===== config.mk =====
export PLATFORM = sky130hd
export DESIGN_NAME = pixel_phrase_builder
export DESIGN_NICKNAME = d
export VERILOG_FILES = /design/src/rtl/pixel_phrase_builder.sv
export SDC_FILE = /design/constraint.sdc
export NUM_CORES = 1
export LEC_CHECK = 0
export BUFFER_PORTS_ARGS = -buffer_cell sky130_fd_sc_hd__clkbuf_2
export CAP_MARGIN = 15
export CORE_UTILIZATION = 38
export CTS_BUF_LIST = sky130_fd_sc_hd__clkbuf_4 sky130_fd_sc_hd__clkbuf_8 sky130_fd_sc_hd__clkbuf_16
export CTS_CLUSTER_DIAMETER = 40
export CTS_CLUSTER_SIZE = 30
export DETAILED_ROUTE_END_ITERATION = 10
export PLACE_DENSITY = 0.61
export SLEW_MARGIN = 10
export SYNTH_ARGS = -nofsm -noshare
export SYNTH_HDL_FRONTEND = slang
export SYNTH_SLANG_ARGS = --single-unit

===== constraint.sdc =====
create_clock -name clk_in -period 2.82 [get_ports clk_in]
set_clock_uncertainty 0.15 [all_clocks]
set_input_delay 0.564 -clock clk_in [delete_from_list [all_inputs] [get_ports clk_in]]
set_output_delay 0.564 -clock clk_in [all_outputs]
set_load 0.1 [all_outputs]

===== src/rtl/pixel_phrase_builder.sv =====
// Packs 16-bit RGB565 pixels into frame-aligned 128-bit phrases behind a 2-entry AXI-Stream buffer.
// Build option: define PHRASE_BUILDER_TEST_PATTERN_EN to replace pixel data with the in-frame pixel index.
module pixel_phrase_builder #(
  parameter int H_PIXELS      = 1280,
  parameter int V_PIXELS      = 720,
  parameter int FRAME_PHRASES = H_PIXELS * V_PIXELS / 8
) (
  input  logic         clk_in,
  input  logic         rst_in,
  input  logic [15:0]  pixel_data_in,
  input  logic         pixel_valid_in,
  input  logic         frame_start_in,
  output logic [127:0] phrase_axis_data,
  output logic         phrase_axis_valid,
  output logic         phrase_axis_last,
  input  logic         phrase_axis_ready,
  output logic         overflow_out,
  output logic         frame_error_out,
  output logic [1:0]   state_out
);

  typedef enum logic [1:0] {
    WAIT_FRAME = 2'd0,
    PACK       = 2'd1
  } state_t;

  localparam logic [16:0] LAST_PHRASE = 17'(FRAME_PHRASES - 1);

  state_t       state_q, state_d;
  logic [2:0]   pixIdx_q, pixIdx_d;
  logic [16:0]  phraseIdx_q, phraseIdx_d;
  logic [127:0] shift_q, shift_d;
  logic [128:0] fifoMem_q [2];
  logic [128:0] fifoMem_d [2];
  logic         rdPtr_q, rdPtr_d;
  logic         wrPtr_q, wrPtr_d;
  logic [1:0]   count_q, count_d;
  logic         overflow_q, overflow_d;
  logic         frameErr_q, frameErr_d;

  logic         startHit;
  logic         phraseDone;
  logic         phraseLast;
  logic [127:0] phraseData;
  logic         pop;
  logic         pushOk;
  logic [15:0]  pixVal;

  assign startHit = pixel_valid_in && frame_start_in;

`ifdef PHRASE_BUILDER_TEST_PATTERN_EN
  // A frame-start pixel is always index 0, regardless of where the counters were.
  assign pixVal = startHit ? 16'd0 : {phraseIdx_q[12:0], pixIdx_q};
`else
  assign pixVal = pixel_data_in;
`endif

  always_comb begin
    state_d     = state_q;
    pixIdx_d    = pixIdx_q;
    phraseIdx_d = phraseIdx_q;
    shift_d     = shift_q;
    frameErr_d  = frameErr_q;
    overflow_d  = overflow_q;
    fifoMem_d   = fifoMem_q;
    rdPtr_d     = rdPtr_q;
    wrPtr_d     = wrPtr_q;
    count_d     = count_q;
    phraseDone  = 1'b0;
    phraseLast  = 1'b0;
    phraseData  = '0;

    unique case (state_q)
      WAIT_FRAME: begin
        if (startHit) begin
          shift_d     = {112'd0, pixVal};
          pixIdx_d    = 3'd1;
          phraseIdx_d = '0;
          state_d     = PACK;
        end
      end
      PACK: begin
        if (startHit) begin
          if (pixIdx_q != 3'd0 || phraseIdx_q != 17'd0) frameErr_d = 1'b1;
          shift_d     = {112'd0, pixVal};
          pixIdx_d    = 3'd1;
          phraseIdx_d = '0;
        end else if (pixel_valid_in) begin
          shift_d[{pixIdx_q, 4'd0} +: 16] = pixVal;
          pixIdx_d = pixIdx_q + 3'd1;
          if (pixIdx_q == 3'd7) begin
            phraseDone = 1'b1;
            phraseData = {pixVal, shift_q[111:0]};
            phraseLast = (phraseIdx_q == LAST_PHRASE);
            if (phraseLast) begin
              phraseIdx_d = '0;
              state_d     = WAIT_FRAME;
            end else begin
              phraseIdx_d = phraseIdx_q + 17'd1;
            end
          end
        end
      end
      default: state_d = WAIT_FRAME;
    endcase

    // A pop frees the head slot in the same cycle, so a full buffer can still take a push.
    pop    = (count_q != 2'd0) && phrase_axis_ready;
    pushOk = phraseDone && ((count_q != 2'd2) || pop);
    if (phraseDone && !pushOk) overflow_d = 1'b1;

    if (pushOk) begin
      fifoMem_d[wrPtr_q] = {phraseLast, phraseData};
      wrPtr_d = ~wrPtr_q;
    end
    if (pop) rdPtr_d = ~rdPtr_q;

    unique case ({pushOk, pop})
      2'b10:   count_d = count_q + 2'd1;
      2'b01:   count_d = count_q - 2'd1;
      default: count_d = count_q;
    endcase
  end

  always_ff @(posedge clk_in) begin
    if (!rst_in) begin
      state_q      <= WAIT_FRAME;
      pixIdx_q     <= '0;
      phraseIdx_q  <= '0;
      shift_q      <= '0;
      fifoMem_q[0] <= '0;
      fifoMem_q[1] <= '0;
      rdPtr_q      <= 1'b0;
      wrPtr_q      <= 1'b0;
      count_q      <= '0;
      overflow_q   <= 1'b0;
      frameErr_q   <= 1'b0;
    end else begin
      state_q      <= state_d;
      pixIdx_q     <= pixIdx_d;
      phraseIdx_q  <= phraseIdx_d;
      shift_q      <= shift_d;
      fifoMem_q[0] <= fifoMem_d[0];
      fifoMem_q[1] <= fifoMem_d[1];
      rdPtr_q      <= rdPtr_d;
      wrPtr_q      <= wrPtr_d;
      count_q      <= count_d;
      overflow_q   <= overflow_d;
      frameErr_q   <= frameErr_d;
    end
  end

  assign phrase_axis_valid = (count_q != 2'd0);
  assign phrase_axis_data  = phrase_axis_valid ? fifoMem_q[rdPtr_q][127:0] : '0;
  assign phrase_axis_last  = phrase_axis_valid && fifoMem_q[rdPtr_q][128];
  assign overflow_out      = overflow_q;
  assign frame_error_out   = frameErr_q;
  assign state_out         = state_q;

endmodule


==> flow_summary.json, run 1 <==
{
  "path_delay_family": "buffers and inverters",
  "syn_to_final_growth_pct": 31.7,
  "track_usage_pct": 20.9,
  "die_h_um": 214,
  "remaining_drc_errors": 0,
  "synthFlopType": "dfxtp_1",
  "slew_violations": 0,
  "cp.required_ns": 2.11,
  "dieArea_mm2": 0.0459,
  "seq_area_frac_synth_pct": 46.5,
  "outcome": "completed",
  "max_freq_mhz": 365,
  "worstSetupEndpointType": "primary output",
  "rrSetupSlack_ns": 0.15,
  "synthAdderAreaFrac_pct": 0.951,
  "tns_ns": 0,
  "ant_nets": 0,
  "cpPeakStageDelay_ns": 0.41,
  "die_w_um": 214,
  "cpMostUsedCell": "buf_12",
  "syn_avg_cell_area_um2": 8.42,
  "nNetsFinal": 2135,
  "synth_top_area_cell": "dfxtp_1",
  "multi_input_area_mm2": 0.00867,
  "synthArstFlopShare_pct": 0,
  "powerDensity_mw_per_mm2": 591,
  "relSlewSlack_pct": 38.3,
  "grt_pass1_vias": 13728,
  "drt_first_pass_iters": 5,
  "via_count": 14235,
  "synth_cell_types": 55,
  "viasPerCell": 5.20,
  "hold_ws_ns": 0.208,
  "synth_compound_area_share_pct": 18.1,
  "cts_max_level": 2,
  "fp-row-count": 77,
  "setup_viol": 0,
  "routedWlPerCell_um": 17.8,
  "crit_fanout": 45,
  "crit_buf_inv": 2,
  "synth_xor_area_share_pct": 0.563,
  "first_iter_violations": 1151,
  "ir_worst_vdd_mv": 0.432,
  "ios": 155,
  "cts_hold_buf": 0,
  "dp_hpwl_um": 30300,
  "cp_slowest_cell": "dfxtp_4",
  "rsz0062_at_grt": "no",
  "cp_data_arrival_time_ns": 2.03,
  "worstSetupPathType": "flip-flop to primary output",
  "synth_top_family_by_area": "simple AND/OR/NAND/NOR gates",
  "clk_pin_slew_ns": 0.06,
  "tritoncts": "yes",
  "grt_first_pass_wirelength_um": 76800,
  "synth_top_area_share_pct": 46.5,
  "fp.coreArea_mm2": 0.0443,
  "critPathLaunchType": "flip-flop",
  "total_power_w": 0.0133,
  "fillers": 4043,
  "fin_util_pct": 50.8,
  "synthTopCellsByArea": "dfxtp_1, nand2_1, a21boi_0",
  "path_cells": "buf_12 > mux2i_1 > nor2_2 > buf_12",
  "drv_cap": 0,
  "portBuffers": 153,
  "hold_viol_final": 0,
  "synthCells": 2031,
  "hold_class": "primary input to flip-flop",
  "drive_above_1_share_pct": 20.8,
  "seq_area_mm2": 0.00795,
  "post-route-min-period_ns": 2.74,
  "overflow": 0,
  "synth-seq-cells": 397,
  "synthTopCellsByCount": "nand2_1, dfxtp_1, a21boi_0",
  "post_synth_instance_area_mm2": 0.0171,
  "max_slew.worst_pin.slew_ns": 0.926,
  "grt_max_degree": 254,
  "yosysWarningCount": 0,
  "synth_fp_nets": 2065,
  "synth.most_common_cell": "nand2_1",
  "fin_crit_sh_pct": 97.2,
  "clock_latency_ns": 0.59,
  "drt-total-wl_um": 48800,
  "cts-root-buf": "clkbuf_16",
  "cts_sinks": 397,
  "yosys.area_share.simple_pct": 21.4,
  "power.leakage_nw": 7.19,
  "gp_congestion": 0.835,
  "cts_max_path_buffers": 3,
  "synth-edff-count": 0,
  "cts_inserted_buffers": 51,
  "start_util_pct": 38.6,
  "synthMuxAreaShare_pct": 7.55,
  "antenna_found_initial": 1,
  "cts_setup_buffers": 0
}
metrics by stage:
step                area, um^2  worst slack (ns)  std cells
finish                   22500            0.0793       2738
floorplan                17400            0.0203       2031
global placement         20700             0.316       2640
global route             22500           0.00536       2735
detailed placement       20700             0.219       2640
CTS                      22500            0.0315       2735
where the power goes:
group          switching (W)  leakage (nW)  internal (W)
Combinational       0.000453          3.08      0.000196
Clock                0.00266         0.915       0.00433
Sequential         0.0000339          3.20       0.00564
cell families after synthesis:
logic type | count (synthesis)
AO/OA/AOI/OAI | 414
XOR/XNOR | 11
adder cells (fa/ha/maj) | 13
buffers and inverters | 195
flip-flops | 397
multiplexers | 129
other | 1
AND/OR/NAND/NOR | 871
path summary, 6_finish.rpt:
path                            cells after the start                          end                        start
worst min-delay path                                4    state_out[0]$_SDFFE_PN0P_               pixel_valid_in
worst min register to register                      2  fifoMem_q[231]$_SDFFE_PN0P_  fifoMem_q[231]$_SDFFE_PN0P_
worst max-delay path                                4        phrase_axis_data[103]         rdPtr_q$_SDFFE_PN0P_
worst max register to register                      9  fifoMem_q[195]$_SDFFE_PN0P_     pixIdx_q[1]$_SDFFE_PN0P_
sequential cells by signal, indices dropped and copies added (netlist names):
signal           cells
pixIdx_q             3
rdPtr_q              1
overflow_out         1
wrPtr_q              1
state_out            1
count_q              2
fifoMem_q          258
frame_error_out      1
shift_q            112
phraseIdx_q         17
worst register-to-register path, stage by stage (launching register included):
cell and delay, ns:
dfxtp_1 0.47, ha_1 0.27, ha_1 0.22, and4b_1 0.22, and2b_1 0.23, inv_1 0.12
nor2_4 0.16, buf_12 0.33, nand2_1 0.25, a21boi_0 0.18
cells in the final DEF (no fill, tap or decap), types with 4 or more instances in the layout:
cell	Yosys	layout
clkbuf_2	2	23
or3b_1	13	13
and2_1	6	4
nand4_1	23	23
clkinv_4	0	4
xnor2_1	7	7
buf_12	0	145
o21ai_0	22	22
or3_1	4	4
and3_1	5	5
clkinv_2	0	6
clkbuf_8	0	4
a21oi_1	7	7
xor2_1	4	4
inv_8	0	8
inv_1	14	14
nor3_1	6	6
or4_1	4	4
nand3_1	44	44
mux2i_1	129	128
nor2_1	151	20
o31ai_1	33	33
ha_1	13	13
nor2_2	0	129
clkbuf_16	0	52
dfxtp_1	397	395
nand2_1	583	582
clkinvlp_4	0	4
clkbuf_4	0	6
nor4_1	5	5
buf_4	4	28
a22o_1	46	46
a21boi_0	267	267
bufinv_16	0	8
a22oi_1	6	6
a21boi_1	13	13
a21o_1	4	4
nor2b_1	7	7
final cells by class:
cell class	instances	share of cell area [%]
Clock inverter	34	2.11
Clock buffer	61	6.16
Antenna cell	3	0.0333
Tap cell	592	3.29
Timing Repair Buffer	197	14.4
Sequential cell	397	35.3
Inverter	15	0.250
Multi-Input combinational cell	1439	38.5
layer usage:
metal  routed length [um]  vias to the layer above  GRT usage [%]
met5                   12                        -              0
met2                23400                      298           34.9
met4                 1430                        2           7.95
met1                21500                     6895           27.0
li1                     -                     6956              -
met3                 2400                       84           3.50
repair_timing:
action	CTS	global route
resized for setup	0	2
endpoints found under the hold margin	0	0
endpoints found under the setup margin	0	2
Power figures use the tool's default switching activity.
==> inputs of run 2 (changes only) <==
Settings changed: CELL_PAD_IN_SITES_DETAIL_PLACEMENT from default to 0, CELL_PAD_IN_SITES_GLOBAL_PLACEMENT from default to 2, CORE_UTILIZATION 38 to 36, PLACE_DENSITY 0.61 to 0.85, REMOVE_ABC_BUFFERS from default to 1.
==> run 2 against run 1 <==
Effect of this change: the flow now finishes with violations (design-rule violations); sequential power about the same; first-iteration DRC count down 19%; global-route usage down 0.52 points; die area up 5.5%; critical path depth unchanged; sequential share of layout area up 0.055 points.
==> flow_summary.json, run 2 (synthesized netlist as in run 1, its figures left out) <==
{
  "max_freq_mhz": 363,
  "final.setup.worst_slack_ns": 0.0667,
  "worstSetupEndpointType": "primary output",
  "nNetsFinal": 2164,
  "hold_class": "primary input to flip-flop",
  "drt_first_pass_iters": 11,
  "diodes": 0,
  "regToRegEndpoint": "shift_q[90]$_SDFFE_PN0P_",
  "cts_max_path_buffers": 3,
  "outcome": "finished with violations",
  "syn_to_final_growth_pct": 31.5,
  "path_delay_family": "buffers and inverters",
  "power_frac_seq_pct": 39.6,
  "start_util_pct": 36.6,
  "violations": "design-rule violations",
  "drv_cap": 0,
  "portBuffers": 153,
  "cp.required_ns": 2.11,
  "overflow": 0,
  "internal_power_w": 0.0111,
  "power.share.combinational_pct": 4.6,
  "rsz0062_at_grt": "no",
  "slew_violations": 0,
  "die_h_um": 220,
  "viasPerCell": 5.13,
  "min_to": "fifoMem_q[177]$_SDFFE_PN0P_",
  "min-delay-start": "rst_in",
  "cp_slowest_cell": "dfxtp_1",
  "gp_congestion": 0.809,
  "hold_viol_final": 0,
  "routedWlPerCell_um": 17.9,
  "grt_first_pass_wirelength_um": 77400,
  "clk_pin_slew_ns": 0.05,
  "hold_depth": 2,
  "regMostFlops": "fifoMem_q",
  "post-route-min-period_ns": 2.75,
  "swShare_pct": 22.9,
  "clkPwrFrac_pct": 55.9,
  "final_cell_mix": "nand2_1, dfxtp_1, a21boi_0",
  "crit_buf_inv": 2,
  "cts-root-buf": "clkbuf_16",
  "grt_pass1_vias": 13910,
  "power.leakage_nw": 7.41,
  "drive_above_1_share_pct": 16.4,
  "total_power_w": 0.0143,
  "power.switching_w": 0.00329,
  "startpoint": "count_q[0]$_SDFFE_PN0P_",
  "antenna_found_initial": 0,
  "ios": 155,
  "tns_ns": 0,
  "fin_util_pct": 48.1,
  "fin_crit_sh_pct": 97.6,
  "setup_viol": 0,
  "cts_sinks": 397,
  "crit_fanout": 48,
  "ant_nets": 0,
  "drt-total-wl_um": 49800,
  "cts_inserted_buffers": 66,
  "via_count": 14307,
  "cp_data_arrival_time_ns": 2.04,
  "rrSetupSlack_ns": 0.16,
  "layout_commonest_cell": "nand2_1",
  "clock_latency_ns": 0.58,
  "die_w_um": 220,
  "fp.coreArea_mm2": 0.0468,
  "powerDensity_mw_per_mm2": 638,
  "path_cells": "nor2_4 > buf_12 > nor2_1 > clkbuf_4",
  "fillers": 4390,
  "worstSetupPathType": "flip-flop to primary output",
  "fp-row-count": 79,
  "ir_worst_vdd_mv": 0.363,
  "cpPeakStageDelay_ns": 0.45,
  "remaining_drc_errors": 9,
  "relSlewSlack_pct": 25.6,
  "dieArea_mm2": 0.0484,
  "critPathLaunchType": "flip-flop",
  "hold_ws_ns": 0.161,
  "post-place-ws_ns": 0.0388,
  "max_slew.worst_pin.slew_ns": 1.11,
  "r2r-start": "pixIdx_q[1]$_SDFFE_PN0P_",
  "reg2reg_depth": 7,
  "first_iter_violations": 933,
  "dp_hpwl_um": 30200,
  "grt_max_degree": 142,
  "track_usage_pct": 20.4,
  "largest_register_ffs": 258,
  "tritoncts": "yes",
  "reg_top3": "fifoMem_q (258), shift_q (112), phraseIdx_q (17)",
  "cts_max_level": 3
}
==> run 2: through the flow <==
stage	area, um^2	cells
after floorplan	16300	1851
after global placement	20100	2663
after detailed placement	20100	2663
after CTS	22500	2785
after global routing	22500	2787
final	22500	2787
==> run 2: final cells by class <==
| cell class | count | area [um^2] | share of cell area (%) |
|---|---|---|---|
| inverters | 15 | 56.3 | 0.250 |
| clock inverters | 30 | 343 | 1.52 |
| multi-input cells | 1439 | 8380 | 37.2 |
| clock buffers | 88 | 1900 | 8.44 |
| flip-flops and latches | 397 | 7950 | 35.3 |
| well taps | 607 | 759 | 3.38 |
| repair buffers | 211 | 3110 | 13.8 |
==> run 2: worst max path at each step <==
stage	endpoint	slack, ns	cells after the start
floorplan	count_q[1]$_SDFFE_PN0P_	-5.16	6
global placement	fifoMem_q[181]$_SDFFE_PN0P_	0.14	9
detailed placement	shift_q[92]$_SDFFE_PN0P_	0.04	6
CTS	phrase_axis_data[25]	0.001	5
global route	phrase_axis_data[97]	0.004	5
finish	phrase_axis_data[4]	0.07	4
==> run 2: per-layer routing <==
metal,vias up,track usage [%],share of wire [%],routed length (um)
met5,-,0,0,0
met4,0,6.48,2.3,1140
met3,74,3.46,4.1,2040
met2,286,34.2,48,23800
met1,6931,26.6,46,22800
li1,7016,-,-,-
==> run 2: power by group through the flow <==
stage	registers (W)	clock network, W	logic [W]
2_1_floorplan	0.00581	0	0.000299
3_3_place_gp	0.00579	0	0.000652
3_5_place_dp	0.00579	0	0.000661
4_1_cts	0.00567	0.00815	0.000661
5_1_grt	0.00567	0.00842	0.000709
6_report	0.00567	0.00801	0.000657
==> run 2: timing repair <==
action	4_1_cts	5_1_grt
endpoints found under the hold margin	0	0
resized for setup	14	12
setup endpoints to repair	81	246
cloned	0	2
hold buffers	0	0
buffers inserted	4	0
